$ cat src/rtl/lemming_dig_scheduler.sv
// Dig-permit scheduler for a crew of lemming walkers: latches dig requests, grants
// tokens round-robin to lemmings walking on ground, and flags splats on overlong falls.
module lemming_dig_scheduler #(
  parameter int N          = 4,
  parameter int DIG_TOKENS = 3,
  parameter int MAX_FALL   = 20
) (
  input  logic         clk_i,
  input  logic         reset_i,
  input  logic [N-1:0] dig_req_i,
  input  logic [N-1:0] walking_i,
  input  logic [N-1:0] falling_i,
  input  logic [N-1:0] ground_i,
  input  logic         refill_i,
  output logic [N-1:0] dig_o,
  output logic [N-1:0] splat_o,
  output logic [3:0]   tokens_o,
  output logic         grant_valid_o,
  output logic [2:0]   grant_idx_o
);

  localparam int FW = $clog2(MAX_FALL + 2);
  localparam logic [FW-1:0] FSAT  = FW'(MAX_FALL + 1);
  localparam logic [FW-1:0] FSAFE = FW'(MAX_FALL);

  logic [N-1:0] pend_q, pend_d;
  logic [N-1:0] dig_q, dig_d;
  logic [N-1:0] splat_q, splat_d;
  logic [3:0]   tokens_q, tokens_d;
  logic [2:0]   ptr_q, ptr_d;
  logic         grant_valid_q;
  logic [2:0]   grant_idx_q;

  logic [N-1:0] elig;
  logic [7:0]   elig_ext;
  logic [7:0]   grant_ext;
  logic [2:0]   cand [N];
  logic [N-1:0] hit;
  logic [N-1:0] sel;
  logic [N:0]   seen;
  logic [2:0]   win_acc [N+1];
  logic         any_grant;
  logic [2:0]   win;
  logic [3:0]   win_plus1;

  assign elig = pend_q & walking_i & ground_i & ~splat_q & ~dig_q
              & {N{tokens_q != 4'd0}};

  always_comb begin
    elig_ext        = '0;
    elig_ext[N-1:0] = elig;
  end

  assign seen[0]    = 1'b0;
  assign win_acc[0] = 3'd0;

  // Slot gi of the search examines lemming (ptr + gi) mod N; first hit wins.
  generate
    for (genvar gi = 0; gi < N; gi++) begin : g_lemming
      logic [3:0]    sum;
      logic [FW-1:0] fcnt_q;

      assign sum             = {1'b0, ptr_q} + 4'(gi);
      assign cand[gi]        = (sum >= 4'(N)) ? 3'(sum - 4'(N)) : sum[2:0];
      assign hit[gi]         = elig_ext[cand[gi]];
      assign sel[gi]         = hit[gi] & ~seen[gi];
      assign seen[gi+1]      = seen[gi] | hit[gi];
      assign win_acc[gi+1]   = win_acc[gi] | ({3{sel[gi]}} & cand[gi]);

      always_ff @(posedge clk_i) begin
        if (reset_i) begin
          fcnt_q <= '0;
        end else if (falling_i[gi]) begin
          fcnt_q <= (fcnt_q == FSAT) ? fcnt_q : fcnt_q + FW'(1);
        end else begin
          fcnt_q <= '0;
        end
      end

      // The verdict is taken on the first non-falling cycle, from the saturated count.
      assign splat_d[gi] = splat_q[gi] | (~falling_i[gi] & (fcnt_q > FSAFE));
    end
  endgenerate

  assign any_grant = seen[N];
  assign win       = win_acc[N];
  assign grant_ext = any_grant ? (8'd1 << win) : 8'd0;
  assign dig_d     = grant_ext[N-1:0];
  assign win_plus1 = {1'b0, win} + 4'd1;

  always_comb begin
    ptr_d = ptr_q;
    if (any_grant) begin
      ptr_d = (win_plus1 == 4'(N)) ? 3'd0 : win_plus1[2:0];
    end
  end

  // Refill overrides the decrement of a simultaneous grant.
  always_comb begin
    tokens_d = tokens_q;
    if (refill_i) begin
      tokens_d = 4'(DIG_TOKENS);
    end else if (any_grant) begin
      tokens_d = tokens_q - 4'd1;
    end
  end

  // A grant clears the pending bit even if a fresh request arrives in the same cycle.
  assign pend_d = (pend_q | dig_req_i) & ~dig_d & ~splat_q;

  always_ff @(posedge clk_i) begin
    if (reset_i) begin
      pend_q        <= '0;
      dig_q         <= '0;
      splat_q       <= '0;
      tokens_q      <= 4'(DIG_TOKENS);
      ptr_q         <= 3'd0;
      grant_valid_q <= 1'b0;
      grant_idx_q   <= 3'd0;
    end else begin
      pend_q        <= pend_d;
      dig_q         <= dig_d;
      splat_q       <= splat_d;
      tokens_q      <= tokens_d;
      ptr_q         <= ptr_d;
      grant_valid_q <= any_grant;
      grant_idx_q   <= any_grant ? win : 3'd0;
    end
  end

  assign dig_o         = dig_q;
  assign splat_o       = splat_q;
  assign tokens_o      = tokens_q;
  assign grant_valid_o = grant_valid_q;
  assign grant_idx_o   = grant_idx_q;

endmodule

$ cat config.mk
export PLATFORM = sky130hd
export DESIGN_NAME = lemming_dig_scheduler
export DESIGN_NICKNAME = d
export VERILOG_FILES = /design/src/rtl/lemming_dig_scheduler.sv
export SDC_FILE = /design/constraint.sdc
export NUM_CORES = 1
export LEC_CHECK = 0
export CAP_MARGIN = 5
export CORE_ASPECT_RATIO = 2
export CORE_UTILIZATION = 49
export CTS_CLUSTER_DIAMETER = 150
export DETAILED_ROUTE_END_ITERATION = 10
export PLACE_DENSITY = 0.77
export SYNTH_ARGS = -nofsm -noshare
export SYNTH_HDL_FRONTEND = slang
export SYNTH_SLANG_ARGS = --single-unit
$ cat constraint.sdc
create_clock -name clk_i -period 3.3 [get_ports clk_i]
set_input_delay 0.66 -clock clk_i [delete_from_list [all_inputs] [get_ports clk_i]]
set_output_delay 0.66 -clock clk_i [all_outputs]
set_load 0.005 [all_outputs]
**Yosys cells after proc, flatten, opt, wreduce, memory -nomap -nowiden**

Cells that the tools add are included.

- Register bits after elaboration: 43
- Input port bits: 19
- Output and inout port bits: 16
- Logic and storage cells: 103

- Reductions and logical operators: 7
- Add/sub/neg operators: 13
- Order comparisons: 12
- Eq/ne operators: 5
- Shifts and indexed selects: 1
- Mux-type cells: 14
- Bitwise operators: 40

Operators by type and width:

| kind | number |
|---|---|
| 4-bit bitwise AND | 7 |
| 5-bit by 1-bit adder with 5-bit output, second input constant | 4 |
| 5-bit == test, second input constant | 4 |
| 5-bit > comparator, second input constant | 4 |
| 3-bit by 4-bit less-than comparator with 1-bit output, second input constant | 4 |
| 3-bit 2-to-1 mux | 5 |
| 3-bit bitwise AND | 4 |
| 1-bit binary-select mux with 3-bit select | 4 |
| 4-bit by 3-bit greater-or-equal comparator with 1-bit output, second input constant | 3 |
| 4-bit inverter | 3 |
| 2-bit OR reduction | 6 |
| 3-bit subtractor, second input constant | 4 |
| 3-bit OR | 3 |
| 3-bit by 1-bit adder with 4-bit output, second input constant | 2 |
| 3-bit by 2-bit adder with 4-bit output, second input constant | 2 |
| 1-bit inverter | 8 |
| 1-bit bitwise AND | 7 |
| 1-bit OR | 7 |
| 4-bit by 3-bit == test with 1-bit output, second input constant | 1 |
| 1-bit 2-to-1 mux | 4 |
| 4-bit 2-to-1 mux | 1 |
| 4-bit OR | 1 |
| 4-bit nonzero test | 1 |
| 1-bit by 3-bit << shifter with 4-bit output, first input constant | 1 |
| 2 further kinds | 2 |

**Depth between registers and ports, before layout**

Gate-level depths: netlist (run 1).

- Depth in word-level cells: 18
- Depth in mapped cells: 17
- Depth with buffers taken out: 14

**Worst setup path before layout (run 1)**

OpenSTA, ideal clock, no wires.

- Path type: reg2reg
- Start point: register ptr_q[0]
- End point: register ptr_q[0]
- Required time: 3.166 ns
- Buffers on the path: 2
- Setup time: 0.134 ns
- Path slack: 0.256 ns
- Period minus slack after synthesis: 3.044 ns
- Stages on the path, launching flop included: 16
- Arrival time: 2.910 ns
- Cell sequence: dfxtp_1 > clkbuf_1 > buf_2 > inv_1 > ha_1 > inv_1 > or3_1 > o21ai_1 > a22oi_4 > o21ai_0 > ha_1 > ha_1 > nor2b_1 > nor2_1 > mux2i_1 > a21oi_1

- Word-level cells in the longest chain between the ends: 14
- Elaborated cells between the ends (all ways): 42
- Classes of those cells: 8 x add/sub; 4 x order compare; 1 x eq/ne; 13 x mux; 16 x bitwise

Ends and longest elaborated chain:

| item | RTL line | RTL |
|---|---|---|
| from (decl) | 30 | `logic [2:0] ptr_q, ptr_d;` |
| from (signal assigned) | 125 | `ptr_q <= ptr_d;` |
| 3-bit by 1-bit adder with 4-bit output | 63 | `assign sum = {1'b0, ptr_q} + 4'(gi);` |
| 4-bit by 3-bit greater-or-equal comparator with 1-bit output / 3-bit subtractor (equally long branches) | 64 | `assign cand[gi] = (sum >= 4'(N)) ? 3'(sum - 4'(N)) : sum[2:0];` |
| 3-bit 2-to-1 mux | 64 |  |
| 1-bit binary-select mux with 3-bit select | 65 | `assign hit[gi] = elig_ext[cand[gi]];` |
| 1-bit 2-to-1 mux (implied by the code) | 65 |  |
| 1-bit OR | 67 | `assign seen[gi+1] = seen[gi] \| hit[gi];` |
| 1-bit inverter / 1-bit OR (equally long branches) | 66, 67 |  |
| 1-bit bitwise AND / 1-bit inverter (equally long branches) | 66 | `assign sel[gi] = hit[gi] & ~seen[gi];` |
| 3-bit bitwise AND / 1-bit bitwise AND (equally long branches) | 68, 66 |  |
| 3-bit OR / 3-bit bitwise AND (equally long branches) | 68 | `assign win_acc[gi+1] = win_acc[gi] \| ({3{sel[gi]}} & cand[gi]);` |
| 3-bit OR * | 68 |  |
| via win[1] | 43 | `logic [2:0] win;` |
| 3-bit by 1-bit adder with 4-bit output * | 89 | `assign win_plus1 = {1'b0, win} + 4'd1;` |
| 4-bit by 3-bit == test with 1-bit output * | 94 | `ptr_d = (win_plus1 == 4'(N)) ? 3'd0 : win_plus1[2:0];` |
| 3-bit 2-to-1 mux * | 94 |  |

The timed path passes the listed nets; every way through them passes the cells marked *. The select of a mux whose other input is x is not followed.
A chain may end at the register's enable or synchronous reset.

**Final worst setup path (run 1)**

- Start point: input ground_i[3]
- End point: register ptr_q[0]

- Word-level cells in the longest chain between the ends: 15
- Elaborated cells between the ends (all ways): 31
- Classes of those cells: 1 x add/sub; 1 x eq/ne; 9 x mux; 20 x bitwise

Ends and longest elaborated chain:

| item | RTL line | RTL |
|---|---|---|
| from (decl) | 13 | `input logic [N-1:0] ground_i,` |
| 4-bit bitwise AND * (3 in series) | 46 | `assign elig = pend_q & walking_i & ground_i & ~splat_q & ~dig_q` |
| 4-bit bitwise AND * | 47 | `& {N{tokens_q != 4'd0}};` |
| 1-bit binary-select mux with 3-bit select | 65 |  |
| 1-bit 2-to-1 mux (implied by the code) | 65 |  |
| 1-bit inverter / 1-bit OR (equally long branches) | 66, 67 |  |
| 1-bit bitwise AND (tied with other cells) | 66 |  |
| 3-bit bitwise AND (tied with other cells) | 68 |  |
| 3-bit OR (tied with other cells) | 68 |  |
| 3-bit OR / 3-bit bitwise AND (equally long branches) | 68 |  |
| 3-bit OR * | 68 |  |
| via win[1] | 43 |  |
| 3-bit by 1-bit adder with 4-bit output * | 89 |  |
| 4-bit by 3-bit == test with 1-bit output * | 94 |  |
| 3-bit 2-to-1 mux * | 94 |  |

Marks and branches as above.

==> results of run 1 <==
-- registers in the layout, summed over array words and instances (netlist names) --
name	cells
tokens_o	4
grant_valid_o	1
dig_o	4
ptr_q	3
splat_o	4
grant_idx_o	3
g_lemming.fcnt_q	20
pend_q	4
-- routing by layer --
| layer | track usage | routed length, um | vias to the layer above |
|---|---|---|---|
| li1 | - | - | 1021 |
| met2 | 0.436 | 2990 | 48 |
| met1 | 0.209 | 1980 | 976 |
| met5 | 0 | 0 | - |
| met3 | 0.0377 | 148 | 19 |
| met4 | 0.127 | 221 | 0 |
-- how the worst max path moves through the flow --
stage,end,slack (ps),depth (start not counted)
detailed placement,ptr_q[0]$_SDFFE_PP0P_,-130,13
global route,ptr_q[0]$_SDFFE_PP0P_,-30,12
floorplan,ptr_q[0]$_SDFFE_PP0P_,260,15
finish,ptr_q[0]$_SDFFE_PP0P_,230,13
CTS,ptr_q[0]$_SDFFE_PP0P_,180,13
global placement,ptr_q[0]$_SDFFE_PP0P_,4,13
-- cell usage in the layout, fill, tap and decap left out, types with 3 or more instances in the layout --
master | netlist | final
a2111oi_2 | 4 | 4
nor3_1 | 4 | 4
and3_1 | 5 | 5
nand4bb_1 | 4 | 4
or3_1 | 5 | 5
xor2_1 | 8 | 8
clkbuf_8 | 0 | 7
buf_4 | 0 | 17
nand2_1 | 16 | 16
o21ai_0 | 4 | 3
ha_1 | 20 | 20
nor3b_1 | 9 | 9
nor2_1 | 35 | 35
xnor2_1 | 8 | 8
o22ai_1 | 4 | 3
nand3_1 | 10 | 10
nand2b_1 | 5 | 5
mux2i_1 | 3 | 3
o21ai_1 | 4 | 5
dfxtp_1 | 43 | 43
inv_1 | 22 | 22
a21oi_1 | 16 | 16
clkdlybuf4s50_1 | 0 | 34
nand4b_1 | 4 | 4
-- stage by stage --
step | util | power [uW]
floorplan | - | 1030
global placement | 0.621 | 1260
detailed placement | 0.621 | 1280
CTS | 0.643 | 1650
global route | 0.649 | 1760
finish | 0.649 | 1660
-- kinds of logic after synthesis --
kind of cell / count (synthesis)
multiplexers: 3
other: 2
flip-flops: 43
XOR/XNOR: 16
adder cells (fa/ha/maj): 20
buffers and inverters: 27
AO/OA/AOI/OAI: 49
AND/OR/NAND/NOR: 107
-- cell type report --
cell class	count	share of cell area
inverter	22	0.0274
timing repair buffer	51	0.155
multi-input combinational	197	0.475
clock buffer	8	0.0333
sequential	43	0.286
tap	55	0.0229
-- power groups by stage --
stage / sequential, uW / combinational [uW] / clock [uW]
3_5_place_dp: 616 / 667 / 0
5_1_grt: 610 / 751 / 399
4_1_cts: 604 / 671 / 376
2_1_floorplan: 614 / 412 / 0
6_report: 604 / 689 / 366
3_3_place_gp: 613 / 647 / 0
-- what timing repair did --
action / in CTS / in global routing
buffers inserted: 0 / 2
resized for setup: 0 / 4
endpoints found under the setup margin: 0 / 1
==> summary.md, run 1 <==
| Metric | Value |
|---|---|
| Final setup TNS | 0 ps |
| CTS tree | built |
| Leakage | 0.00127 uW |
| Most used DFF post-synth | dfxtp_1 |
| Die area | 5180 sq um |
| Part of the cycle the worst path needs | 0.930 |
| First-pass GRT wire length | 8910 um |
| GPL Wtd Cong | 0.923 |
| EDFF count, synth | 0 |
| Seq cells post-synth | 43 |
| Hold Path Class | reg2reg |
| Yosys warns | 0 |
| Area occupied by multi-input gates | 1430 sq um |
| CP max FO | 4 |
| Hold path startpoint | splat_o[0]$_SDFF_PP0_ |
| Vias in the first global route | 2,136 |
| Simple-Gate Fraction of Synth Area | 0.246 |
| CP endpoint kind | register |
| Register area share after synthesis | 0.360 |
| Post-synth top cells | dfxtp_1, nor2_1, inv_1, ha_1 |
| Skew-Pair Late Insertion Delay | 290 ps |
| Number of buffers created by CTS | 5 |
| Mapped cell area | 2390 sq um |
| Most frequent cell after synthesis | dfxtp_1 |
| Critical Path Start | ground_i[3] |
| Switching Power | 567 uW |
| Die Y | 101 um |
| Cell mode on critical path | ha_1 |
| Vias/cell | 5.49 |
| Worst-case clock buffer depth | 2 |
| Antenna-violating nets left | 0 |
| CP Cell Sequence | clkdlybuf4s50_1 -> nand4bb_1 -> o22a_1 -> a221oi_4 -> buf_4 -> or3_1 -> o21ai_1 -> ha_1 -> ha_1 -> nor2b_1 -> nor2_1 -> mux2i_1 -> a21oi_1 |
| Register area | 861 sq um |
| Per-cell routed wire length | 14.2 um |
| Syn Area/Cell | 8.96 sq um |
| Post-synthesis compound-gate area fraction | 0.168 |
| Final hold slack | 507 ps |
| Aggregate global routing overflow | 0 |
| Largest net degree at the start of global routing | 18 |
| Layout Area Growth over Synthesis | 25.9% |
| # DRC | 0 |
| Final non-filler cell total | 376 |
| FFs w/ async S/R, synth | 0 |
| Filler cells | 425 |
| DRT Pass-1 Iters | 4 |
| Xor/xnor cell area share of the yosys netlist | 0.0586 |
| Crit path time final | 3070 ps |
| Place WS | -125 ps |
| Kind of critical path | in2reg |
| Hold-critical path depth | 1 |
| Setup Skew | 6.67 ps |
| Status | complete, no violations |
| Nets | 359 |
| Net count after synthesis | 306 |
| Clk root buf | clkbuf_8 |
| CP Data Required Time | 3490 ps |
| Hpwl dp | 4220 um |
| CTS H-tree depth | 2 |
| Leading area contributor after synthesis | dfxtp_1 |
| Drt total wl | 5350 um |
| Sequential power share | 0.364 |
| Mapped Cells | 267 |
| Area contributors post-synth | dfxtp_1, ha_1, nor2_1 |
| Total track usage | 0.226 |
| Initial antenna violation count | 0 |
| Rows | 35 |
| Sink Count | 43 |
| Starting density of the core | 0.515 |
| Largest family of logic cells by synthesized area | simple AND/OR/NAND/NOR gates |
| Core Area | 4640 sq um |
| # diodes | 0 |
| Synth cell types | 44 |
| Slowest-stage cell, CP | clkdlybuf4s50_1 |
| Fmax | 326 MHz |
| Fraction of layout cells with a size suffix above 1 | 0.131 |
| Startpoint Class | primary input |
| Worst R2R End | ptr_q[0]$_SDFFE_PP0P_ |
| Setup ws final | 230 ps |
| Clock slew at reported path FFs | 80 ps |
| Worst reg-to-reg path cell count | 13 |
| Int Pwr | 1090 uW |
| Max-Cap Viols | 0 |
| Synth Area in Adders | 0.105 |
| Combinational Power Share | 0.415 |
| Die X-Extent | 51.4 um |
| Post-DP Area | 2880 sq um |
| Final max-slew violation count | 0 |
| Hold-fix buffers, CTS | 0 |
| CP top delay family | simple AND/OR/NAND/NOR gates |
| R2R setup slack | 310 ps |
| Worst endpoint data arrival time | 3260 ps |
| Post-synth top area share | 0.360 |
| IO Pins | 35 |
| Detailed-route via count | 2,064 |
| Placed cells | 366 |
| Sw Ratio | 0.342 |
| Finished Cell Area | 3010 sq um |
| Buf/Inv on CP | 2 |
| End of the worst hold path | pend_q[0]$_SDFF_PP0_ |
| Power Density | 551 nW/um^2 |
| Multiplexer area fraction after synthesis | 0.0126 |
| DR iter-0 viols | 23 |
| Peak VDD IR | 0.432 mV |
| Hold Fails Final Rpt | 0 |
| Clk pwr share | 0.220 |
| Final setup viols | 0 |
| Reg2Reg Launch Point | tokens_o[0]$_SDFFE_PP1P_ |
| Port bufs | 34 |
| CP peak stage delay | 410 ps |
Power figures use the tool's default switching activity.
==> run 2: changes to the inputs <==
PLACE_DENSITY = 0.76   (was 0.77)
SKIP_LAST_GASP = 1   (was default)
==> run 2 against run 1 <==
Global-route usage is 0.69 points higher; maximum frequency is 1.6% lower; final area hardly changed; worst setup slack worse by 51 ps; register-to-register slack worse by 30 ps; sequential share of layout area hardly changed; flip-flop and latch count stayed put.
==> summary.md, run 2 (synthesized netlist as in run 1, its figures left out) <==
| Metric | Value |
|---|---|
| Number of buffers created by CTS | 5 |
| CP peak stage delay | 480 ps |
| Detailed-route via count | 2,044 |
| Placed cells | 367 |
| Worst-case clock buffer depth | 2 |
| IO Pins | 35 |
| CTS tree | built |
| Worst endpoint data arrival time | 3360 ps |
| Hold-critical path depth | 1 |
| Power Density | 568 nW/um^2 |
| Initial antenna violation count | 0 |
| Port bufs | 34 |
| Largest net degree at the start of global routing | 18 |
| DRT Pass-1 Iters | 4 |
| Crit path time final | 3120 ps |
| Die Y | 101 um |
| Largest Register | g_lemming.fcnt_q |
| CP max FO | 5 |
| Fmax | 320 MHz |
| Hold Path Class | reg2reg |
| Starting density of the core | 0.515 |
| Total track usage | 0.232 |
| CTS H-tree depth | 2 |
| Filler cells | 418 |
| Kind of critical path | in2reg |
| Nets | 358 |
| Startpoint Class | primary input |
| Commonest non-fill, non-tap cell in the layout | dfxtp_1 |
| Final setup TNS | 0 ps |
| Die X-Extent | 51.4 um |
| Worst reg-to-reg path cell count | 13 |
| Part of the cycle the worst path needs | 0.946 |
| Aggregate global routing overflow | 0 |
| Worst R2R End | ptr_q[0]$_SDFFE_PP0P_ |
| Fraction of layout cells with a size suffix above 1 | 0.122 |
| Layout Area Growth over Synthesis | 25.9% |
| Status | complete, no violations |
| GPL Wtd Cong | 0.993 |
| Die area | 5180 sq um |
| Largest register FFs | 20 |
| Leakage | 0.00127 uW |
| R2R setup slack | 280 ps |
| Max-Cap Viols | 0 |
| Rows | 35 |
| Core Area | 4640 sq um |
| Final setup viols | 0 |
| CP endpoint kind | register |
| Per-cell routed wire length | 14.3 um |
| # DRC | 0 |
| Hold path startpoint | splat_o[2]$_SDFF_PP0_ |
| Fin util | 0.648 |
| Setup Skew | 3.32 ps |
| RSZ-0062 raised after global routing | false |
| Buf/Inv on CP | 1 |
| Skew-Pair Late Insertion Delay | 300 ps |
| CP Cell Sequence | clkdlybuf4s50_1 -> nand4bb_1 -> or2_1 -> a221oi_4 -> or2_1 -> o22ai_2 -> o21a_1 -> ha_1 -> ha_1 -> nor2b_1 -> nor2_1 -> mux2i_1 -> a21oi_1 |
| First-pass GRT wire length | 8940 um |
| Peak VDD IR | 0.420 mV |
| Final non-filler cell total | 375 |
| Sink Count | 43 |
| Vias in the first global route | 2,064 |
| Reg2Reg Launch Point | tokens_o[0]$_SDFFE_PP1P_ |
| Clock slew at reported path FFs | 80 ps |
| Commonest non-fill, non-tap cells in the layout | dfxtp_1, nor2_1, clkdlybuf4s50_1 |
| Drt total wl | 5370 um |
| Antenna-violating nets left | 0 |
| Slowest-stage cell, CP | clkdlybuf4s50_1 |
| Vias/cell | 5.45 |
| Hold Fails Final Rpt | 0 |
| Final max-slew violation count | 0 |
| CP top delay family | simple AND/OR/NAND/NOR gates |
| Clk root buf | clkbuf_8 |
| Hold-fix buffers, CTS | 0 |
| Hpwl dp | 4220 um |
| CP Data Required Time | 3540 ps |
| # diodes | 0 |
| End of the worst hold path | pend_q[2]$_SDFF_PP0_ |
| DR iter-0 viols | 30 |
## run 2: routing by layer
metal | part of all wire | global-route usage | vias to the layer above
met3 | 0.025 | 0.0422 | 13
li1 | - | - | 1024
met2 | 0.58 | 0.459 | 33
met5 | 0 | 0 | -
met4 | 0.032 | 0.119 | 0
met1 | 0.36 | 0.210 | 974
## run 2: layout make-up
type | instances | area [sq um] | share of cell area
inverter | 22 | 82.6 | 0.0274
sequential | 43 | 861 | 0.286
multi-input combinational | 197 | 1420 | 0.472
timing repair buffer | 50 | 460 | 0.153
tap | 55 | 68.8 | 0.0229
clock inverter | 2 | 35.0 | 0.0116
clock buffer | 6 | 82.6 | 0.0274
## run 2: how the worst max path moves through the flow
stage	start	end	slack, ps	depth (start not counted)
6_report	ground_i[3]	ptr_q[0]$_SDFFE_PP0P_	180	13
5_1_grt	ground_i[3]	ptr_q[0]$_SDFFE_PP0P_	10	12
4_1_cts	ground_i[3]	ptr_q[0]$_SDFFE_PP0P_	170	13
3_5_place_dp	ground_i[3]	ptr_q[0]$_SDFFE_PP0P_	-100	13
3_3_place_gp	ground_i[3]	ptr_q[0]$_SDFFE_PP0P_	20	13
2_1_floorplan	ptr_q[0]$_SDFFE_PP0P_	ptr_q[0]$_SDFFE_PP0P_	260	15
## run 2: repair_timing
| action | CTS | global route |
|---|---|---|
| resized for setup | 0 | 1 |
| setup buffers | 0 | 0 |
| endpoints found under the setup margin | 0 | 1 |
## run 2: per-stage QoR
stage	cell area, sq um	hold slack [ps]	power, uW	setup WS (ps)
after floorplan	2390	458	1030	256
after global placement	2890	473	1270	20.7
after detailed placement	2890	480	1280	-101
after CTS	3010	493	1720	168
after global routing	3010	519	1810	13.9
final	3010	491	1710	179
## run 2: where the power goes
| group | internal [uW] | total [uW] | switching [uW] | leakage, uW |
|---|---|---|---|---|
| registers | 570 | 601 | 30.4 | 0.000350 |
| logic | 325 | 680 | 355 | 0.000858 |
| clock network | 245 | 427 | 182 | 0.0000612 |
| total | 1140 | 1710 | 568 | 0.00127 |
